`src/rtl/jtag_master.sv`:
```
`default_nettype none
// ============================================================================
// Module   : jtag_master
// Purpose  : Command-driven JTAG master. Each accepted command produces a
//            TCK pulse train with matching TMS/TDI values, walking the target
//            TAP from Run-Test/Idle through a DR or IR scan and back. It can
//            also issue a TAP reset or a run of idle clocks. Out of reset the
//            TAP reset sequence runs once before the first command is taken.
// Ports    : clk, rst             - system clock, synchronous active-high reset
//            cmd_valid/cmd_ready  - command handshake
//            cmd_op               - 00 DR scan, 01 IR scan, 10 TAP reset,
//                                   11 idle clocks
//            cmd_len              - bit count minus one (N = cmd_len + 1)
//            cmd_data             - TDI bits, LSB shifted first
//            rsp_valid/rsp_data   - one-cycle completion pulse + captured TDO
//            busy                 - high whenever the controller is not idle
//            tck/tms/tdi, tdo     - JTAG pins toward the target TAP
// Revision : 1.0 - initial release
// ============================================================================
module jtag_master #(
  parameter int CLK_DIV = 2  // clk cycles per TCK half-period, 1..255
) (
  input  logic        clk,
  input  logic        rst,
  input  logic        cmd_valid,
  output logic        cmd_ready,
  input  logic [1:0]  cmd_op,
  input  logic [3:0]  cmd_len,
  input  logic [15:0] cmd_data,
  output logic        rsp_valid,
  output logic [15:0] rsp_data,
  output logic        busy,
  output logic        tck,
  output logic        tms,
  output logic        tdi,
  input  logic        tdo
);

  localparam logic [1:0] OP_DR   = 2'b00;
  localparam logic [1:0] OP_IR   = 2'b01;
  localparam logic [1:0] OP_RST  = 2'b10;
  localparam logic [1:0] OP_IDLE = 2'b11;

  // Divider terminal count: the last clk cycle of either TCK phase.
  localparam logic [7:0] DIV_LAST = 8'(CLK_DIV - 1);

  typedef enum logic [2:0] {
    RST_SEQ = 3'd0,
    IDLE    = 3'd1,
    PRE     = 3'd2,
    SHIFT   = 3'd3,
    POST    = 3'd4,
    DONE    = 3'd5
  } state_t;

  // --------------------------------------------------------------------------
  // Registered state
  // --------------------------------------------------------------------------
  state_t      state_q,     state_d;
  logic [7:0]  div_q,       div_d;       // clk count inside the current phase
  logic [3:0]  pulse_q,     pulse_d;     // pulse index inside the current state
  logic [1:0]  op_q,        op_d;
  logic [3:0]  len_q,       len_d;
  logic [15:0] data_q,      data_d;
  logic [15:0] cap_q,       cap_d;       // TDO bits gathered during SHIFT
  logic        tck_q,       tck_d;
  logic        tms_q,       tms_d;
  logic        tdi_q,       tdi_d;
  logic        cmd_ready_q, cmd_ready_d;
  logic        rsp_valid_q, rsp_valid_d;
  logic [15:0] rsp_data_q,  rsp_data_d;
  logic        busy_q,      busy_d;

  // --------------------------------------------------------------------------
  // Sequence tables
  // --------------------------------------------------------------------------
  // Index of the final pulse a state issues before moving on.
  function automatic logic [3:0] last_pulse(input state_t st, input logic [1:0] op,
                                            input logic [3:0] len);
    logic [3:0] idx;
    idx = 4'd0;
    case (st)
      RST_SEQ: idx = 4'd5;
      PRE: begin
        case (op)
          OP_DR:   idx = 4'd2;
          OP_IR:   idx = 4'd3;
          OP_RST:  idx = 4'd5;
          default: idx = len;            // idle clocks: N pulses
        endcase
      end
      SHIFT:   idx = len;
      POST:    idx = 4'd1;
      default: idx = 4'd0;
    endcase
    return idx;
  endfunction

  // TMS level for pulse idx of state st.
  //   PRE  DR: 1,0,0        (Select-DR, Capture-DR, Shift-DR)
  //   PRE  IR: 1,1,0,0      (Select-DR, Select-IR, Capture-IR, Shift-IR)
  //   SHIFT  : 0 ... 0,1    (last bit leaves through Exit1)
  //   POST   : 1,0          (Update, Run-Test/Idle)
  //   reset  : 1,1,1,1,1,0  (Test-Logic-Reset, then Run-Test/Idle)
  function automatic logic tms_for(input state_t st, input logic [1:0] op,
                                   input logic [3:0] len, input logic [3:0] idx);
    logic v;
    v = 1'b0;
    case (st)
      RST_SEQ: v = (idx != 4'd5);
      PRE: begin
        case (op)
          OP_DR:   v = (idx == 4'd0);
          OP_IR:   v = (idx < 4'd2);
          OP_RST:  v = (idx != 4'd5);
          default: v = 1'b0;
        endcase
      end
      SHIFT:   v = (idx == len);
      POST:    v = (idx == 4'd0);
      default: v = 1'b0;
    endcase
    return v;
  endfunction

  // --------------------------------------------------------------------------
  // Next-state logic
  // --------------------------------------------------------------------------
  state_t     seq_next;    // state that follows the current pulse sequence
  logic [3:0] pulse_inc;
  logic       div_end;
  logic       is_last;

  always_comb begin
    case (state_q)
      PRE:     seq_next = (op_q == OP_DR || op_q == OP_IR) ? SHIFT : DONE;
      SHIFT:   seq_next = POST;
      default: seq_next = DONE;
    endcase
  end

  assign pulse_inc = pulse_q + 4'd1;
  assign div_end   = (div_q == DIV_LAST);
  assign is_last   = (pulse_q == last_pulse(state_q, op_q, len_q));

  always_comb begin
    state_d     = state_q;
    div_d       = div_q;
    pulse_d     = pulse_q;
    op_d        = op_q;
    len_d       = len_q;
    data_d      = data_q;
    cap_d       = cap_q;
    tck_d       = tck_q;
    tms_d       = tms_q;
    tdi_d       = tdi_q;
    cmd_ready_d = cmd_ready_q;
    rsp_valid_d = 1'b0;
    rsp_data_d  = rsp_data_q;
    busy_d      = busy_q;

    case (state_q)
      IDLE: begin
        if (cmd_valid && cmd_ready_q) begin
          op_d        = cmd_op;
          len_d       = cmd_len;
          data_d      = cmd_data;
          cap_d       = 16'h0000;
          state_d     = PRE;
          pulse_d     = 4'd0;
          div_d       = 8'd0;
          tck_d       = 1'b0;
          // First low phase starts now, so its TMS level is presented here.
          tms_d       = tms_for(PRE, cmd_op, cmd_len, 4'd0);
          tdi_d       = 1'b0;
          cmd_ready_d = 1'b0;
          busy_d      = 1'b1;
        end
      end

      DONE: begin
        state_d     = IDLE;
        cmd_ready_d = 1'b1;
        busy_d      = 1'b0;
        tck_d       = 1'b0;
        tms_d       = 1'b0;
        tdi_d       = 1'b0;
      end

      default: begin
        // RST_SEQ, PRE, SHIFT, POST: shared TCK pulse engine.
        if (!div_end) begin
          div_d = div_q + 8'd1;
        end else begin
          div_d = 8'd0;
          if (!tck_q) begin
            // End of low phase: TCK rises; the target's TDO is stable here.
            tck_d = 1'b1;
            if (state_q == SHIFT) begin
              cap_d[pulse_q] = tdo;
            end
          end else begin
            // End of high phase: TCK falls and the next pulse's TMS/TDI
            // are presented in the same edge.
            tck_d = 1'b0;
            if (is_last) begin
              pulse_d = 4'd0;
              state_d = seq_next;
              if (seq_next == DONE) begin
                tms_d = 1'b0;
                tdi_d = 1'b0;
                if (state_q == POST) begin
                  rsp_valid_d = 1'b1;
                  rsp_data_d  = cap_q;
                end
              end else begin
                tms_d = tms_for(seq_next, op_q, len_q, 4'd0);
                tdi_d = (seq_next == SHIFT) ? data_q[0] : 1'b0;
              end
            end else begin
              pulse_d = pulse_inc;
              tms_d   = tms_for(state_q, op_q, len_q, pulse_inc);
              tdi_d   = (state_q == SHIFT) ? data_q[pulse_inc] : 1'b0;
            end
          end
        end
      end
    endcase
  end

  // --------------------------------------------------------------------------
  // State registers. Reset parks the engine in the first low cycle of the
  // TAP reset sequence, so TMS is already 1 while rst is held.
  // --------------------------------------------------------------------------
  always_ff @(posedge clk) begin
    if (rst) begin
      state_q     <= RST_SEQ;
      div_q       <= 8'd0;
      pulse_q     <= 4'd0;
      op_q        <= 2'b00;
      len_q       <= 4'd0;
      data_q      <= 16'h0000;
      cap_q       <= 16'h0000;
      tck_q       <= 1'b0;
      tms_q       <= 1'b1;
      tdi_q       <= 1'b0;
      cmd_ready_q <= 1'b0;
      rsp_valid_q <= 1'b0;
      rsp_data_q  <= 16'h0000;
      busy_q      <= 1'b1;
    end else begin
      state_q     <= state_d;
      div_q       <= div_d;
      pulse_q     <= pulse_d;
      op_q        <= op_d;
      len_q       <= len_d;
      data_q      <= data_d;
      cap_q       <= cap_d;
      tck_q       <= tck_d;
      tms_q       <= tms_d;
      tdi_q       <= tdi_d;
      cmd_ready_q <= cmd_ready_d;
      rsp_valid_q <= rsp_valid_d;
      rsp_data_q  <= rsp_data_d;
      busy_q      <= busy_d;
    end
  end

  assign cmd_ready = cmd_ready_q;
  assign rsp_valid = rsp_valid_q;
  assign rsp_data  = rsp_data_q;
  assign busy      = busy_q;
  assign tck       = tck_q;
  assign tms       = tms_q;
  assign tdi       = tdi_q;

endmodule
`default_nettype wire
```
`config.mk`:
```
export PLATFORM = sky130hd
export DESIGN_NAME = jtag_master
export DESIGN_NICKNAME = d
export VERILOG_FILES = /design/src/rtl/jtag_master.sv
export SDC_FILE = /design/constraint.sdc
export NUM_CORES = 1
export LEC_CHECK = 0
export ABC_AREA = 1
export BUFFER_PORTS_ARGS = -buffer_cell sky130_fd_sc_hd__buf_2
export CORE_ASPECT_RATIO = 0.8
export CORE_UTILIZATION = 58
export DETAILED_ROUTE_END_ITERATION = 10
export PLACE_DENSITY_LB_ADDON = 0.25
export SYNTH_ARGS = -nofsm -noshare
export SYNTH_HDL_FRONTEND = slang
export SYNTH_SLANG_ARGS = --single-unit
```
`constraint.sdc`:
```
create_clock -name clk -period 2.2 [get_ports clk]
set_clock_uncertainty 0.05 [all_clocks]
set_input_delay 0.44 -clock clk [delete_from_list [all_inputs] [get_ports clk]]
set_output_delay 0.44 -clock clk [all_outputs]
set_load 0.01 [all_outputs]
```
# [Word-level counts from Yosys, hierarchy flattened]
# Cells that the tools add are included.
[totals] output_inout_bits=22 inputBits=26 wordCells=128 reg_bits=75
[op_classes] n_eq_ne=19 n_reduce_logical=30 n_mux=53 bitwise_logic=6 n_addsub=2 order_cmp=4
[ops] cell="16-bit two-way mux" n=4
[ops] cell="16-bit case mux with 2 select lines" n=1
[ops] cell="1-bit two-way mux" n=20
[ops] cell="16-bit bitwise mux" n=1
[ops] cell="4-bit two-way mux" n=4
[ops] cell="8-bit two-way mux" n=2
[ops] cell="4-bit case mux with 4 select lines" n=1
[ops] cell="8-bit case mux with 2 select lines" n=1
[ops] cell="3-bit two-way mux" n=5
[ops] cell="3-bit by 2-bit equality test with 1-bit output, second input constant" n=4
[ops] cell="3-bit equality test, second input constant" n=4
[ops] cell="3-bit case mux with 2 select lines" n=2
[ops] cell="4-bit case mux with 3 select lines" n=1
[ops] cell="4-bit by 5-bit less-than comparator with 1-bit output, second input constant" n=2
[ops] cell="1-bit case mux with 2 select lines" n=5
[ops] cell="3-bit nonzero test" n=3
[ops] cell="8-bit by 1-bit adder with 8-bit output, second input constant" n=1
[ops] cell="4-bit equality test" n=2
[ops] cell="8-bit by 1-bit equality test with 1-bit output, second input constant" n=1
[ops] cell="4-bit logical NOT" n=2
[ops] cell="4-bit case mux with 2 select lines" n=1
[ops] cell="2-bit AND reduction" n=4
[ops] cell="4-bit AND reduction" n=2
[ops] cell="2-bit nonzero test" n=4
[ops] cell="24 further kinds" n=37

# [Logic depth before layout (Yosys ltp)]
[depth] ltp_word=12 ltp_mapped=16

# [Worst setup path before layout]
# Ideal clock, no wire load.
[synth_path] path_kind="reg-to-reg" from="register pulse_q[1]" to="register tms_q (netlist: tms)" setup_ns=0.115 slack_ns=0.309 arrival_time_ns=1.726 path_stages_with_launch=15 path_buffers=1 path_cell_list="dfxtp_1 -> inv_1 -> ha_1 -> clkbuf_1 -> inv_1 -> a22oi_1 -> o21ai_0 -> nand2_1 -> nand2_1 -> nand2_1 -> nand2_1 -> nand2_1 -> nand3_1 -> nand2_1 -> nand2_1"
[synth_between] elab_chain_cells=8
[synth_rtl] element="start: declaration" line="61" text="logic [3:0] pulse_q, pulse_d;"
[synth_rtl] element="start signal: assignment" line="254" text="pulse_q <= pulse_d;"
[synth_rtl] element="4-bit by 1-bit adder with 4-bit output" line="142" text="assign pulse_inc = pulse_q + 4'd1;"
[synth_rtl] element="4-bit by 2-bit less-than comparator with 1-bit output (tied with other cells)" line="114" text="OP_IR: v = (idx < 4'd2);"
[synth_rtl] element="1-bit case mux with 3 select lines" line="112" text="case (op)"
[synth_rtl] element="1-bit case mux with 4 select lines" line="109" text="case (st)"
[synth_rtl] element="1-bit two-way mux (*)" line="206" text="if (is_last) begin"
[synth_rtl] element="1-bit two-way mux (*)" line="196" text="if (!tck_q) begin"
[synth_rtl] element="1-bit two-way mux (*)" line="192" text="if (!div_end) begin"
[synth_rtl] element="1-bit case mux with 2 select lines (*)" line="162" text="case (state_q)"
[synth_rtl] element="end signal: assignment" line="260" text="tms_q <= tms_d;"
[synth_rtl] element="end: declaration" line="67" text="logic tms_q, tms_d;"
# Mark *: on every way between the ends. The rest lies on a longest branch, timed or not. The select of a mux whose other input is x is not followed.
# A chain may end at the register's enable or synchronous reset.

# [Final worst setup path]
[layout_path] from="register op_q[0]" to="register rsp_data_q[3] (netlist: rsp_data[3])"
[layout_between] elab_chain_cells=6
[layout_rtl] element="start: declaration" line="62" text="logic [1:0] op_q, op_d;"
[layout_rtl] element="start signal: assignment" line="255" text="op_q <= op_d;"
[layout_rtl] element="parallel branches: the longest is 5 deep, another holds 4-bit case mux with 3 select lines"
[layout_rtl] element="6-bit AND reduction (no source line) (*)"
[layout_rtl] element="end signal: assignment" line="264" text="rsp_data_q <= rsp_data_d;"
[layout_rtl] element="end: declaration" line="71" text="logic [15:0] rsp_data_q, rsp_data_d;"
# Every way passes the cells marked *.

==> results.md <==
* Outcome: finished, final reports clean
* Hold WC Path Type: primary input to flip-flop
* Largest cells by area after synthesis: dfxtp_1 (38%), nand2_1 (12%), nor2_1 (9.6%)
* Number of synthesized register bits at 75
* Clock power frac at 42.2%
* Total wire length at 10.10 mm
* Starting Density at 60.80%
* Relative slew margins at 66.78%
* Hold Buf Count CTS at 0
* Cts bufs inserted at 9
* Post-synth EDFFs at 0
* DIE AREA at 7087 um2
* RSZ-0062 raised after global routing: yes
* Family with the most delay on the worst path: simple AND/OR/NAND/NOR gates
* Clk sinks at 75
* Final Non-Filler Cells at 726
* Yosys top cell area share at about two fifths
* Comb pwr share at 8.4%
* Die height at between 70 and 80 um
* Pint at 0.002089 W
* Die Wd at 93.87 um
* Area leader, netlist: dfxtp_1
* TritonCTS clock tree: yes
* Slowest CP cell: dfxtp_1
* DP Worst Slack at 0.01373 ns
* Final hold vios at 0
* Total number of vias at 3970
* Fill count at roughly 560
* Bufs and invs on worst path at 3
* Post-Syn Area at 3916 um2
* CP Class: flip-flop to flip-flop
* Startpoint types: flip-flop
* Final Max Slew Viols at 0
* Critical Path Max Stage Delay at about 0.38 ns
* Max-Cap Viols at 0
* Netlist cell types at 31
* Crit-path max FO at 8
* DR WL/cell at 13.92 um
* Initial antenna violation count at 0
* Cells along the critical path: inv_1, ha_1, inv_1, nand2_1, nand3_1, nand2_1, nand2_1, nand2_1, nor2_2, nand3_2, clkinv_4, nand3_4, nor2_1, nor2_1
* Dpl hpwl at approximately 6.7 mm
* GRT Total Usage at 29.03%
* Final period util at approximately 93%
* Sequential fraction of the synthesis area at 38.34%
* Clock buffer depth at 2
* Drt via density at 5.468
* Synth async-reset ratio at 0%
* R2r setup slk at between 0.15 and 0.2 ns
* Pin count of the biggest net entering global routing at 33
* Reg power frac at 49.5%
* Warnings, synthesis at 0
* Final min period at 2.044 ns
* Sw Pwr at ~0.0007 W
* Net count, final at 675
* FMAX at 489.3 MHz
* I/O pin cnt at 48
* WP data required at 2.41 ns
* Final setup vio count at 0
* Pwr Density at 617.1 nW/um2
* GRT Residual Overflow at 0
* Row count at 26
* Post-synth top flop: dfxtp_1
* DRT iter0 DRCs at about 420
* Vias in the first global route at 3420
* Placer Congestion at between 0.9 and 1
* Inserted Diodes at 0
* P_leak at 2.072 nW
* Slew @ Worst Pin at roughly 0.5 ns
* Cell mode on critical path: nand2_1
* H-tree levels at 3
* VDD IR max at 0.5008 mV
* Inst Count DP at approximately 700
* Core Footprint at 6441 um2
* Data arrival, critical path at 2.26 ns
* First-pass GRT wire length at between 15 and 20 mm
* Clk Tree Root Cell: clkbuf_8
* Syn_nets at about 630
* Setup slack after layout at 0.1564 ns
* Clock transition at the registers of the reported paths at 0.08 ns
* DRT antenna net count at 0
* Clock latency reported for the late side of the worst-skew pair at between 0.3 and 0.4 ns
* DRC at 0
* Syn Area/Cell at 6.660 um2
* Post-Syn Instances at 588
* Post-DP Area at 4229 um2
* Switching portion of total power at 25.66%
* Synthesis-to-layout area growth at 16.26%
* Layout cells sized above 1 at ~15%
* IO buf count at 47
* Final Cell Area at about 4600 um2
* Crit. End Element: flip-flop
* Setup_tns at 0 ns
* Pre-antenna DRT Iters at 5
metal layers:
| metal | GRT usage (%) | vias up | wire length [um] | share of wire, % |
|---|---|---|---|---|
| met3 | 6.188 | 13 | 810 | 8.0 |
| met1 | 41.07 | 1802 | 4861 | 48 |
| li1 | - | 1998 | - | - |
| met5 | 0 | - | 0 | 0 |
| met4 | 10.09 | 0 | 135 | 1.3 |
| met2 | 44.12 | 157 | 4296 | 43 |
through the flow:
stage	util, %	hold WS [ns]	total power (W)
global route	70.69	0.2609	0.002912
finish	70.69	0.2444	0.002810
detailed placement	65.66	0.3892	0.001640
CTS	69.06	0.2362	0.002814
global placement	65.66	0.3835	0.001633
floorplan	-	0.3741	0.001568
synth_stat cells (2+ instances only):
cell,count
buf_2,7
o211ai_1,19
o21ai_0,40
nand4_1,25
nand2_1,128
inv_1,70
a22oi_1,2
a21oi_1,48
clkbuf_1,19
nor2_1,100
ha_1,12
o211a_1,2
a211oi_1,2
buf_6,2
nor3_1,2
xnor2_1,2
dfxtp_1,75
inv_2,2
nand3_1,19
worst reg2reg max path: stages (launching register included):
cell	delay, ns
dfxtp_1	0.38
inv_1	0.08
ha_1	0.23
inv_1	0.06
nand2_1	0.08
nand3_1	0.09
nand2_1	0.08
nand2_1	0.07
nand2_1	0.06
nor2_2	0.12
nand3_2	0.14
clkinv_4	0.15
nand3_4	0.15
nor2_1	0.15
nor2_1	0.07
path summary, 6_finish.rpt:
kind	cells past startpoint	to	startpoint
setup reg to reg	14	rsp_data[3]	op_q[0]
hold / removal	3	data_q[5]	cmd_data[5]
hold reg to reg	2	data_q[12]	data_q[12]
setup / recovery	14	rsp_data[3]	op_q[0]
cell type report:
cell class	instances	area (um2)	share of cell area, %
repair buffers	63	355.3	7.804
well taps	84	105.1	2.308
flip-flops and latches	75	1504	33.03
inverters	73	282.8	6.210
repair inverters	1	7.507	0.1649
clock buffers	10	127.6	2.803
multi-input cells	414	2081	45.70
clock inverters	6	90.09	1.979
flip-flops by register name, indices dropped and copies added (netlist names), 2 cells and up:
| register | count |
|---|---|
| state_q | 3 |
| op_q | 2 |
| len_q | 4 |
| div_q | 8 |
| data_q | 16 |
| cap_q | 16 |
| pulse_q | 4 |
| rsp_data | 16 |
power groups by stage:
stage	combinational [W]	sequential (W)	clock, W
after floorplan	0.000149	0.00142	0
after global routing	0.000263	0.00139	0.00126
after CTS	0.000221	0.00139	0.00120
after global placement	0.000214	0.00142	0
final	0.000236	0.00139	0.00118
after detailed placement	0.000220	0.00142	0
cells by family after synthesis:
family                     after synthesis  synth area share, %
buffers and inverters                  102                10.48
and+or+nand+nor                        280                30.00
adders and majority gates               12                3.834
xor gates and xnor gates                 3               0.6710
DFF                                     75                38.34
AOI/OAI and AO/OA                      116                16.68
cell usage in the layout (no fill, tap or decap), drive strengths merged, types with 19 or more instances in the layout:
master / count
nand2: 128
o211ai: 19
inv: 70
dfxtp: 75
buf: 63
nand4: 25
o21ai: 41
a21oi: 48
nor2: 102
nand3: 24
what timing repair did:
action / CTS / global route
cloned: 0 / 4
pin swaps: 0 / 0
buffers inserted: 0 / 2
resized for setup: 1 / 17
setup endpoints to repair: 3 / 24
No activity file was read; power rests on OpenSTA's default activity.
